===== config.mk =====
export PLATFORM = sky130hd
export DESIGN_NAME = ex_stage
export DESIGN_NICKNAME = d
export VERILOG_FILES = /design/src/rtl/cpu_pkg.sv /design/src/rtl/alu.sv /design/src/rtl/ex_stage.sv
export SDC_FILE = /design/constraint.sdc
export NUM_CORES = 1
export LEC_CHECK = 0
export BUFFER_PORTS_ARGS = -buffer_cell sky130_fd_sc_hd__buf_2
export CORE_ASPECT_RATIO = 0.9
export CORE_MARGIN = 5
export CORE_UTILIZATION = 60
export DETAILED_ROUTE_END_ITERATION = 8
export PLACE_DENSITY = 0.91
export SKIP_LAST_GASP = 1
export SYNTH_ARGS = -nofsm -noshare
export SYNTH_HDL_FRONTEND = slang
export SYNTH_SLANG_ARGS = --single-unit

===== constraint.sdc =====
create_clock -name clk -period 12.1 [get_ports clk]
set_input_delay 0 -clock clk [delete_from_list [all_inputs] [get_ports clk]]
set_output_delay 0 -clock clk [all_outputs]
set_load 0.01 [all_outputs]

===== src/rtl/cpu_pkg.sv =====
// Shared CPU definitions: datapath defaults, ALU opcodes and branch types.
package cpu_pkg;

  localparam int DATA_W = 32;
  localparam int RD_W   = 6;

  typedef logic [2:0] alu_op_t;

  localparam alu_op_t ALU_ADD   = 3'b000;
  localparam alu_op_t ALU_SUB   = 3'b001;
  localparam alu_op_t ALU_AND   = 3'b010;
  localparam alu_op_t ALU_OR    = 3'b011;  // also the bubble op
  localparam alu_op_t ALU_XOR   = 3'b100;
  localparam alu_op_t ALU_SLT   = 3'b101;
  localparam alu_op_t ALU_SLL   = 3'b110;
  localparam alu_op_t ALU_PASSB = 3'b111;

  localparam logic BT_EQ = 1'b0;
  localparam logic BT_LT = 1'b1;

endpackage


===== src/rtl/alu.sv =====
// Combinational ALU. zero/lt compare a against b independently of op so the
// branch unit can use them whatever op the decoder selected.
module alu #(
  parameter int W = cpu_pkg::DATA_W
) (
  input  logic [W-1:0] a,
  input  logic [W-1:0] b,
  input  logic [2:0]   op,
  output logic [W-1:0] result,
  output logic         zero,
  output logic         lt
);
  import cpu_pkg::*;

  logic [W-1:0] diff;

  // Compare flags shared by SLT and the branch unit.
  always_comb begin
    diff = a - b;
    zero = (diff == {W{1'b0}});
    lt   = ($signed(a) < $signed(b));
  end

  // Operation select; arithmetic wraps modulo 2^W.
  always_comb begin
    result = {W{1'b0}};
    case (op)
      ALU_ADD:   result = a + b;
      ALU_SUB:   result = diff;
      ALU_AND:   result = a & b;
      ALU_OR:    result = a | b;
      ALU_XOR:   result = a ^ b;
      ALU_SLT:   result = {{(W-1){1'b0}}, lt};
      ALU_SLL:   result = a << b[4:0];
      ALU_PASSB: result = b;
      default:   result = {W{1'b0}};
    endcase
  end

endmodule


===== src/rtl/ex_stage.sv =====
// Execute stage: ALU, branch/jump resolution with one-cycle redirect,
// wrong-path squash counter and the EX/MEM output register.
module ex_stage #(
  parameter int DATA_W       = cpu_pkg::DATA_W,
  parameter int RD_W         = cpu_pkg::RD_W,
  parameter int SQUASH_DEPTH = 2
) (
  input  logic              clk,
  input  logic              rst,
  input  logic              in_stall,
  input  logic              in_valid,
  input  logic              in_ctrl_regwrt,
  input  logic              in_ctrl_branch,
  input  logic              in_ctrl_btype,
  input  logic              in_ctrl_jump,
  input  logic              in_ctrl_memtoreg,
  input  logic              in_ctrl_memrd,
  input  logic              in_ctrl_memwrt,
  input  logic              in_ctrl_alusrc,
  input  logic [2:0]        in_ctrl_aluop,
  input  logic [DATA_W-1:0] in_pc,
  input  logic [DATA_W-1:0] in_rs,
  input  logic [DATA_W-1:0] in_rt,
  input  logic [DATA_W-1:0] in_x,
  input  logic [RD_W-1:0]   in_rd,
  output logic              out_valid,
  output logic              out_ctrl_regwrt,
  output logic              out_ctrl_memtoreg,
  output logic              out_ctrl_memrd,
  output logic              out_ctrl_memwrt,
  output logic [DATA_W-1:0] out_alu,
  output logic [DATA_W-1:0] out_store,
  output logic [RD_W-1:0]   out_rd,
  output logic              out_redirect,
  output logic [DATA_W-1:0] out_target
);
  import cpu_pkg::*;

  // +2 keeps the counter at least one bit wide for any depth.
  localparam int CNT_W = $clog2(SQUASH_DEPTH + 2);
  localparam logic [CNT_W-1:0] SQ_LOAD = CNT_W'(SQUASH_DEPTH);

  logic [DATA_W-1:0] op_b;
  logic [DATA_W-1:0] alu_res;
  logic              alu_zero;
  logic              alu_lt;
  logic              branch_cond;
  logic              live;
  logic              take;

  logic [CNT_W-1:0]  squash_cnt_q, squash_cnt_d;
  logic              valid_q, valid_d;
  logic              regwrt_q, regwrt_d;
  logic              memtoreg_q, memtoreg_d;
  logic              memrd_q, memrd_d;
  logic              memwrt_q, memwrt_d;
  logic [DATA_W-1:0] alu_q, alu_d;
  logic [DATA_W-1:0] store_q, store_d;
  logic [RD_W-1:0]   rd_q, rd_d;
  logic              redirect_q, redirect_d;
  logic [DATA_W-1:0] target_q, target_d;

  // Operand B mux: immediate or second register.
  always_comb begin
    op_b = in_ctrl_alusrc ? in_x : in_rt;
  end

  alu #(.W(DATA_W)) u_alu (
    .a      (in_rs),
    .b      (op_b),
    .op     (in_ctrl_aluop),
    .result (alu_res),
    .zero   (alu_zero),
    .lt     (alu_lt)
  );

  // Branch resolution, squash bookkeeping and EX/MEM next-state.
  always_comb begin
    branch_cond = (in_ctrl_btype == BT_LT) ? alu_lt : alu_zero;
    live        = in_valid && (squash_cnt_q == {CNT_W{1'b0}});
    take        = live && (in_ctrl_jump || (in_ctrl_branch && branch_cond));
    // Jump wins over branch when both are set.
    target_d    = in_ctrl_jump ? in_rs : (in_pc + in_x);
    redirect_d  = take;

    if (take) begin
      squash_cnt_d = SQ_LOAD;
    end else if (squash_cnt_q != {CNT_W{1'b0}}) begin
      squash_cnt_d = squash_cnt_q - {{(CNT_W-1){1'b0}}, 1'b1};
    end else begin
      squash_cnt_d = squash_cnt_q;
    end

    // Data fields load unconditionally; only control is gated by live.
    valid_d    = live;
    regwrt_d   = live && in_ctrl_regwrt;
    memtoreg_d = live && in_ctrl_memtoreg;
    memrd_d    = live && in_ctrl_memrd;
    memwrt_d   = live && in_ctrl_memwrt;
    alu_d      = alu_res;
    store_d    = in_rt;
    rd_d       = in_rd;
  end

  // EX/MEM register: reset beats stall; stall holds all but the redirect pulse.
  always_ff @(posedge clk) begin
    if (rst) begin
      squash_cnt_q <= {CNT_W{1'b0}};
      valid_q      <= 1'b0;
      regwrt_q     <= 1'b0;
      memtoreg_q   <= 1'b0;
      memrd_q      <= 1'b0;
      memwrt_q     <= 1'b0;
      alu_q        <= {DATA_W{1'b0}};
      store_q      <= {DATA_W{1'b0}};
      rd_q         <= {RD_W{1'b0}};
      redirect_q   <= 1'b0;
      target_q     <= {DATA_W{1'b0}};
    end else if (in_stall) begin
      redirect_q   <= 1'b0;
    end else begin
      squash_cnt_q <= squash_cnt_d;
      valid_q      <= valid_d;
      regwrt_q     <= regwrt_d;
      memtoreg_q   <= memtoreg_d;
      memrd_q      <= memrd_d;
      memwrt_q     <= memwrt_d;
      alu_q        <= alu_d;
      store_q      <= store_d;
      rd_q         <= rd_d;
      redirect_q   <= redirect_d;
      target_q     <= target_d;
    end
  end

  assign out_valid         = valid_q;
  assign out_ctrl_regwrt   = regwrt_q;
  assign out_ctrl_memtoreg = memtoreg_q;
  assign out_ctrl_memrd    = memrd_q;
  assign out_ctrl_memwrt   = memwrt_q;
  assign out_alu           = alu_q;
  assign out_store         = store_q;
  assign out_rd            = rd_q;
  assign out_redirect      = redirect_q;
  assign out_target        = target_q;

endmodule


==> flow_summary.yaml, run 1 <==
status:
  status: "complete, no violations"
worst_setup_path:
  start_kind: "primary input"
  cp-end-kind: "flip-flop"
  cp_slowest_cell: "a2111oi_0"
  required_ns: 12.37
  r2r-start: "squash_cnt_q[0]$_SDFFE_PP0P_"
  slowest_delay_ns: 0.95
  worstPathMaxFanout: 32
  path_cells: "buf_2 > buf_4 > mux2i_1 > buf_4 > inv_2 > ha_1 > fa_1 > o21bai_1 > and3_1 > or4b_4 > nand4_1 > a2111oi_0 > or3_1 > nand3_1 > a2111oi_2 > nand4b_1 > a221oi_2 > mux2_1"
  crit_start: "in_ctrl_alusrc"
  arrival_ns: 5.49
  crit_type: "in2reg"
  cp_common_cell: "buf_4"
drt:
  drt-initial-drc-count: 1949
  route.met3.wl_mm: 6.81
  drc: 0
  drtPass1Iterations: 6
  routed.top_layer: "met4"
  drt-wirelength-per-cell_um: 25.2
  vias_per_cell: 6.86
  drtAntennaViolNets: 0
  vias: 15800
  wl_met1_mm: 21.1
  drt-total-wl_mm: 57.9
  met2_wirelength_mm: 25.2
finish:
  fin_cells: 2299
  syn_to_final_growth_pct: 15.7
  ff_latch_area_mm2: 0.00220
  finalNetCount: 2302
  fin_util: 0.704
  drive_gt1_frac: 0.161
  num-fill-cells: 1748
  multi_input_area_mm2: 0.0101
clock_network:
  clock_sinks: 110
  root_buffer: "clkbuf_16"
  htree_num_levels: 3
  worstSkewPairLatency_ns: 0.38
  cts_made_buffers: 9
  tritoncts: "built"
  post-cts-setup-buffer-count: 0
  cts.path.max_buffers: 2
  clkSlewWorstSetupHoldPaths_ns: 0.09
worst_hold_path:
  min_path_type: "in2reg"
  worstHoldStart: "rst"
placement:
  pre_cts_slack_ns: 6.72
  hpwl_mm: 43.3
  placedCellCount: 2244
  portBuffers: 256
  gp_congestion: 1.03
global_routing:
  grt_pass1_vias: 15200
  grt_antenna_before_repair: 1
  grt_max_degree: 79
  gr-usage-all-layers: 0.438
  grt_pass1_wl_mm: 86.4
  grt-ovfl-total: 0
synthesis:
  yosysWarnings: 0
  yosys.area.top_type_share: 0.168
  synth_ff_type: "dfxtp_1"
  synth_seq_cells: 110
  yosys.cell_types.count: 79
  avgSynthCellArea_um2: 7.35
  synth_edf_count: 0
  yosysTopAreaCell: "dfxtp_1"
  seq_area_frac_synth: 0.168
  synth_cells: 1787
  async_flop_share: 0
  netlist_top_cells_count: "nor2_1, ha_1, a21oi_1, nand2_1, mux2i_1"
  syn_nets: 2087
  synth.area.top_cells: "dfxtp_1, ha_1, mux2i_1"
  synth_most_common_cell: "nor2_1"
  syn-cell-area_mm2: 0.0131
die:
  io_pins: 257
  core-area_mm2: 0.0216
  rows: 51
  dieArea_mm2: 0.0249
  start_util: 0.609
  dieWidth_um: 166
  fp.dieH_um: 150
power:
  switching_share: 0.452
  combPwrFrac: 0.516
  p_int_mw: 0.812
  net-switching-power_mw: 0.669
  ir_worst_vdd_v: 0.0000953
  clock_power_share: 0.210
  p_per_area_mw_per_mm2: 97.5
  leakagePower_nw: 7.23
  pwr-share-seq: 0.274
sta:
  worst_slack_ns: 6.88
  slew_viol_final: 0
  fin_worst_skew_ns: 0.0100
  fin_setup_tns_ns: 0
  slew_headroom: 0.260
  rsz0062_at_grt: "false"
  whs_ns: 0.0181
  finalSetupViolCount: 0
  maxClockFrequency_ghz: 0.192
  fin_crit_ns: 5.22
  worst_pin_slew_ns: 1.08
  hold_viol_final: 0
  period_share: 0.431
flow_run:
  timing.max_cap.violations: 0
-- power by group through the flow --
stage	Clock, mW	Combinational (mW)	Sequential [mW]
2_1_floorplan	0	0.471	0.424
3_3_place_gp	0	0.710	0.411
3_5_place_dp	0	0.719	0.413
4_1_cts	0.312	0.732	0.405
5_1_grt	0.320	0.812	0.408
6_report	0.311	0.764	0.406
-- cells in the final DEF (no fill, tap or decap), drive strengths merged, types with 7 or more instances in the layout --
master       Yosys  layout
buf             16     273
a221oi          36      36
a211oi          31      31
inv            113     116
nor3            43      43
xor2            18      18
or3              7       7
nand3           31      31
a311oi           7       7
xnor2           50      50
o211ai          21      21
nor2           211     211
a221o            7       7
o21bai          17      17
dfxtp          110     110
a21oi          141     141
and2             8       8
and3            14      14
nor4            15      15
o21a            10      10
nand4            9       9
a22oi            7       7
nor2b           17      17
nand2          141     141
mux2i          125     125
a21o            30      30
nor3b            7       7
o21ai          109     109
nand2b          18      18
o31ai           20      20
a31oi           20      20
dlygate4sd3      0      38
o211a            7       7
o22ai           28      28
o221ai          13      13
clkbuf          91       9
ha             148     148
-- through the flow --
stage	area [um2]	power, mW
3_5_place_dp	14500	1.13
5_1_grt	15200	1.54
4_1_cts	15200	1.45
2_1_floorplan	13100	0.895
3_3_place_gp	14500	1.12
6_report	15200	1.48
-- cell type report --
cell class | count | area share
Multi-Input combinational cell | 1456 | 0.666
Antenna cell | 2 | 0.000329
Clock buffer | 9 | 0.0148
Inverter | 114 | 0.0282
Tap cell | 291 | 0.0240
Clock inverter | 6 | 0.00354
Timing Repair Buffer | 311 | 0.118
Sequential cell | 110 | 0.145
-- worst max-delay path, delay by kind of cell --
kind,cells,cell delay [ns]
compound gates,4,1.81
buf+inv,4,1.19
mux,2,0.62
fa+ha+maj,2,0.78
simple gates,6,1.07
-- flip-flops by register name (all words and copies together) (netlist names) --
signal and flops:
out_alu 32, out_store 32, out_target 32, out_rd 6
squash_cnt_q 2, out_ctrl_memrd 1, out_ctrl_memtoreg 1, out_ctrl_memwrt 1
out_ctrl_regwrt 1, out_redirect 1, out_valid 1
-- metal layers --
layer | vias to the layer above | GRT usage
met3 | 346 | 0.103
met2 | 1252 | 0.694
met5 | - | 0
met1 | 7220 | 0.530
met4 | 0 | 0.299
li1 | 6950 | -
-- cells by family after synthesis --
group | share of synthesized area
simple gates | 0.188
flops | 0.168
buf+inv | 0.0633
fa+ha+maj | 0.146
xor+xnor | 0.0454
compound gates | 0.287
mux | 0.104
-- worst paths after layout --
path / endpoint / slack (ns) / depth (start not counted)
worst max-delay path: squash_cnt_q[1]$_SDFFE_PP0P_ / 6.88 / 18
worst min register to register: out_alu[6]$_SDFFE_PP0N_ / 0.48 / 2
worst max register to register: squash_cnt_q[1]$_SDFFE_PP0P_ / 10.54 / 6
worst min-delay path: out_alu[25]$_SDFFE_PP0N_ / 0.02 / 2
-- what timing repair did --
item,CTS,global route
endpoints found under the hold margin,38,0
resized for setup,0,0
hold buffers,38,0
No activity file was read; power rests on OpenSTA's default activity.
==> run 2: changes to the inputs <==
Settings changed: CORE_UTILIZATION 60 to 52, PLACE_DENSITY 0.91 to 0.84.
Clock period 12.1 ns to 4.4 ns, I/O delays scaled along.
==> run 2 against run 1 <==
Flip-flop and latch count stayed put. Critical path depth is 2 lower. Sequential power grew to 2.7 times the previous value. Die area is 14% higher. Cell count is 6.5% higher. Cell area is 5.6% higher. Count of clock-buffer cells in the layout stayed put. Clock power grew to 2.9 times the previous value. Critical endpoint unchanged. Largest power group unchanged.
==> flow_summary.yaml, run 2 (same netlist as run 1, synthesis figures left out) <==
status:
  status: "complete, no violations"
sta:
  period_share: 0.970
  fin_setup_tns_ns: 0
  maxClockFrequency_ghz: 0.234
  worst_pin_slew_ns: 1.10
  fin_worst_skew_ns: 0.0125
  worst_slack_ns: 0.134
  finalSetupViolCount: 0
  whs_ns: 0.0219
  slew_viol_final: 0
  rsz0062_at_grt: "false"
  fin_crit_ns: 4.27
  slew_headroom: 0.267
  hold_viol_final: 0
die:
  core-area_mm2: 0.0250
  io_pins: 257
  dieWidth_um: 177
  dieArea_mm2: 0.0285
  fp.dieH_um: 161
  rows: 55
  start_util: 0.526
drt:
  drc: 0
  drtPass1Iterations: 7
  drt-initial-drc-count: 2051
  drt-wirelength-per-cell_um: 24.6
  vias: 16000
  drt-total-wl_mm: 60.1
  vias_per_cell: 6.54
  drtAntennaViolNets: 0
placement:
  gp_congestion: 1.04
  placedCellCount: 2391
  hpwl_mm: 46.3
  placed_area_mm2: 0.0153
  portBuffers: 256
  pre_cts_slack_ns: 0.0670
clock_network:
  root_buffer: "clkbuf_16"
  cts_made_buffers: 9
  cts.path.max_buffers: 2
  post-cts-setup-buffer-count: 0
  clkSlewWorstSetupHoldPaths_ns: 0.09
  htree_num_levels: 3
  clock_sinks: 110
  tritoncts: "built"
  worstSkewPairLatency_ns: 0.38
worst_setup_path:
  worstPathMaxFanout: 6
  required_ns: 4.67
  slowest_delay_ns: 0.53
  start_kind: "primary input"
  crit_type: "in2reg"
  cp.buffers_inverters: 3
  crit_start: "in_rt[15]"
  cp_slowest_cell: "dlygate4sd3_1"
  cp-end-kind: "flip-flop"
  path_cells: "dlygate4sd3_1 > buf_2 > mux2i_1 > ha_1 > buf_4 > nor3b_1 > o31a_1 > a211oi_1 > o31ai_1 > nor3_1 > nor4_1 > and4_1 > and4b_1 > nand4b_1 > a221oi_2 > mux2_1"
  arrival_ns: 4.53
  r2r-start: "squash_cnt_q[0]$_SDFFE_PP0P_"
  critPathTopFamily: "simple AND/OR/NAND/NOR gates"
global_routing:
  grt_antenna_before_repair: 2
  grt_pass1_vias: 15300
  grt_pass1_wl_mm: 89.0
  grt_max_degree: 82
  gr-usage-all-layers: 0.397
  grt-ovfl-total: 0
power:
  leakagePower_nw: 7.72
  p_per_area_mw_per_mm2: 268
  ir_worst_vdd_v: 0.000195
finish:
  final_common_cell: "buf_2"
  finalNetCount: 2399
  fin_area_mm2: 0.0160
  syn_to_final_growth_pct: 22.2
  final_cell_mix: "buf_2, nor2_1, ha_1"
  drive_gt1_frac: 0.201
  fin_cells: 2448
worst_hold_path:
  min_path_type: "in2reg"
  worstHoldStart: "in_ctrl_memwrt"
flow_run:
  timing.max_cap.violations: 0
run 2: layout make-up:
class | instances | area (um2)
multi-input cells | 1456 | 10100
fillers | 2210 | 8940
repair buffers | 408 | 2550
flip-flops and latches | 110 | 2200
inverters | 114 | 428
well taps | 342 | 428
clock buffers | 9 | 225
clock inverters | 7 | 77.6
diodes | 2 | 5.00
run 2: through the flow:
stage          power [mW]  utilization
3_3_place_gp         3.27        0.614
6_report             4.29        0.642
3_5_place_dp         3.29        0.614
2_1_floorplan        2.46            -
4_1_cts              4.22        0.642
5_1_grt              4.46        0.642
run 2: routing by layer:
layer | track usage | vias to the layer above | routed length, um
met5 | 0 | - | 12
met3 | 0.0866 | 252 | 6460
li1 | - | 7156 | -
met2 | 0.628 | 1181 | 26700
met1 | 0.503 | 7424 | 23300
met4 | 0.213 | 2 | 3680
run 2: worst reg2reg max path, stage by stage (launching register included):
cell	delay [ns]
dfxtp_1	0.34
inv_1	0.06
ha_1	0.24
nand2b_1	0.08
a21oi_1	0.05
a221oi_2	0.32
mux2_1	0.35
run 2: path summary, 6_finish.rpt:
check	endpoint	slack, ns	cells past startpoint
worst min register to register	out_target[9]$_SDFFE_PP0N_	0.47	2
worst max-delay path	squash_cnt_q[1]$_SDFFE_PP0P_	0.13	16
worst max register to register	squash_cnt_q[1]$_SDFFE_PP0P_	2.83	6
worst min-delay path	out_ctrl_memwrt$_SDFFE_PP0N_	0.02	4
run 2: repair_timing:
action                                  in CTS  in global routing
endpoints found under the setup margin       0                  1
hold buffers                                39                  0
hold endpoints to repair                    40                  0
gates resized for setup                      0                  2
run 2: power by group:
part / switching, mW / internal (mW) / leakage, nW / total [mW]
Combinational: 1.40 / 0.879 / 6.66 / 2.27
Sequential: 0.0410 / 1.07 / 0.909 / 1.11
Clock: 0.496 / 0.408 / 0.150 / 0.905
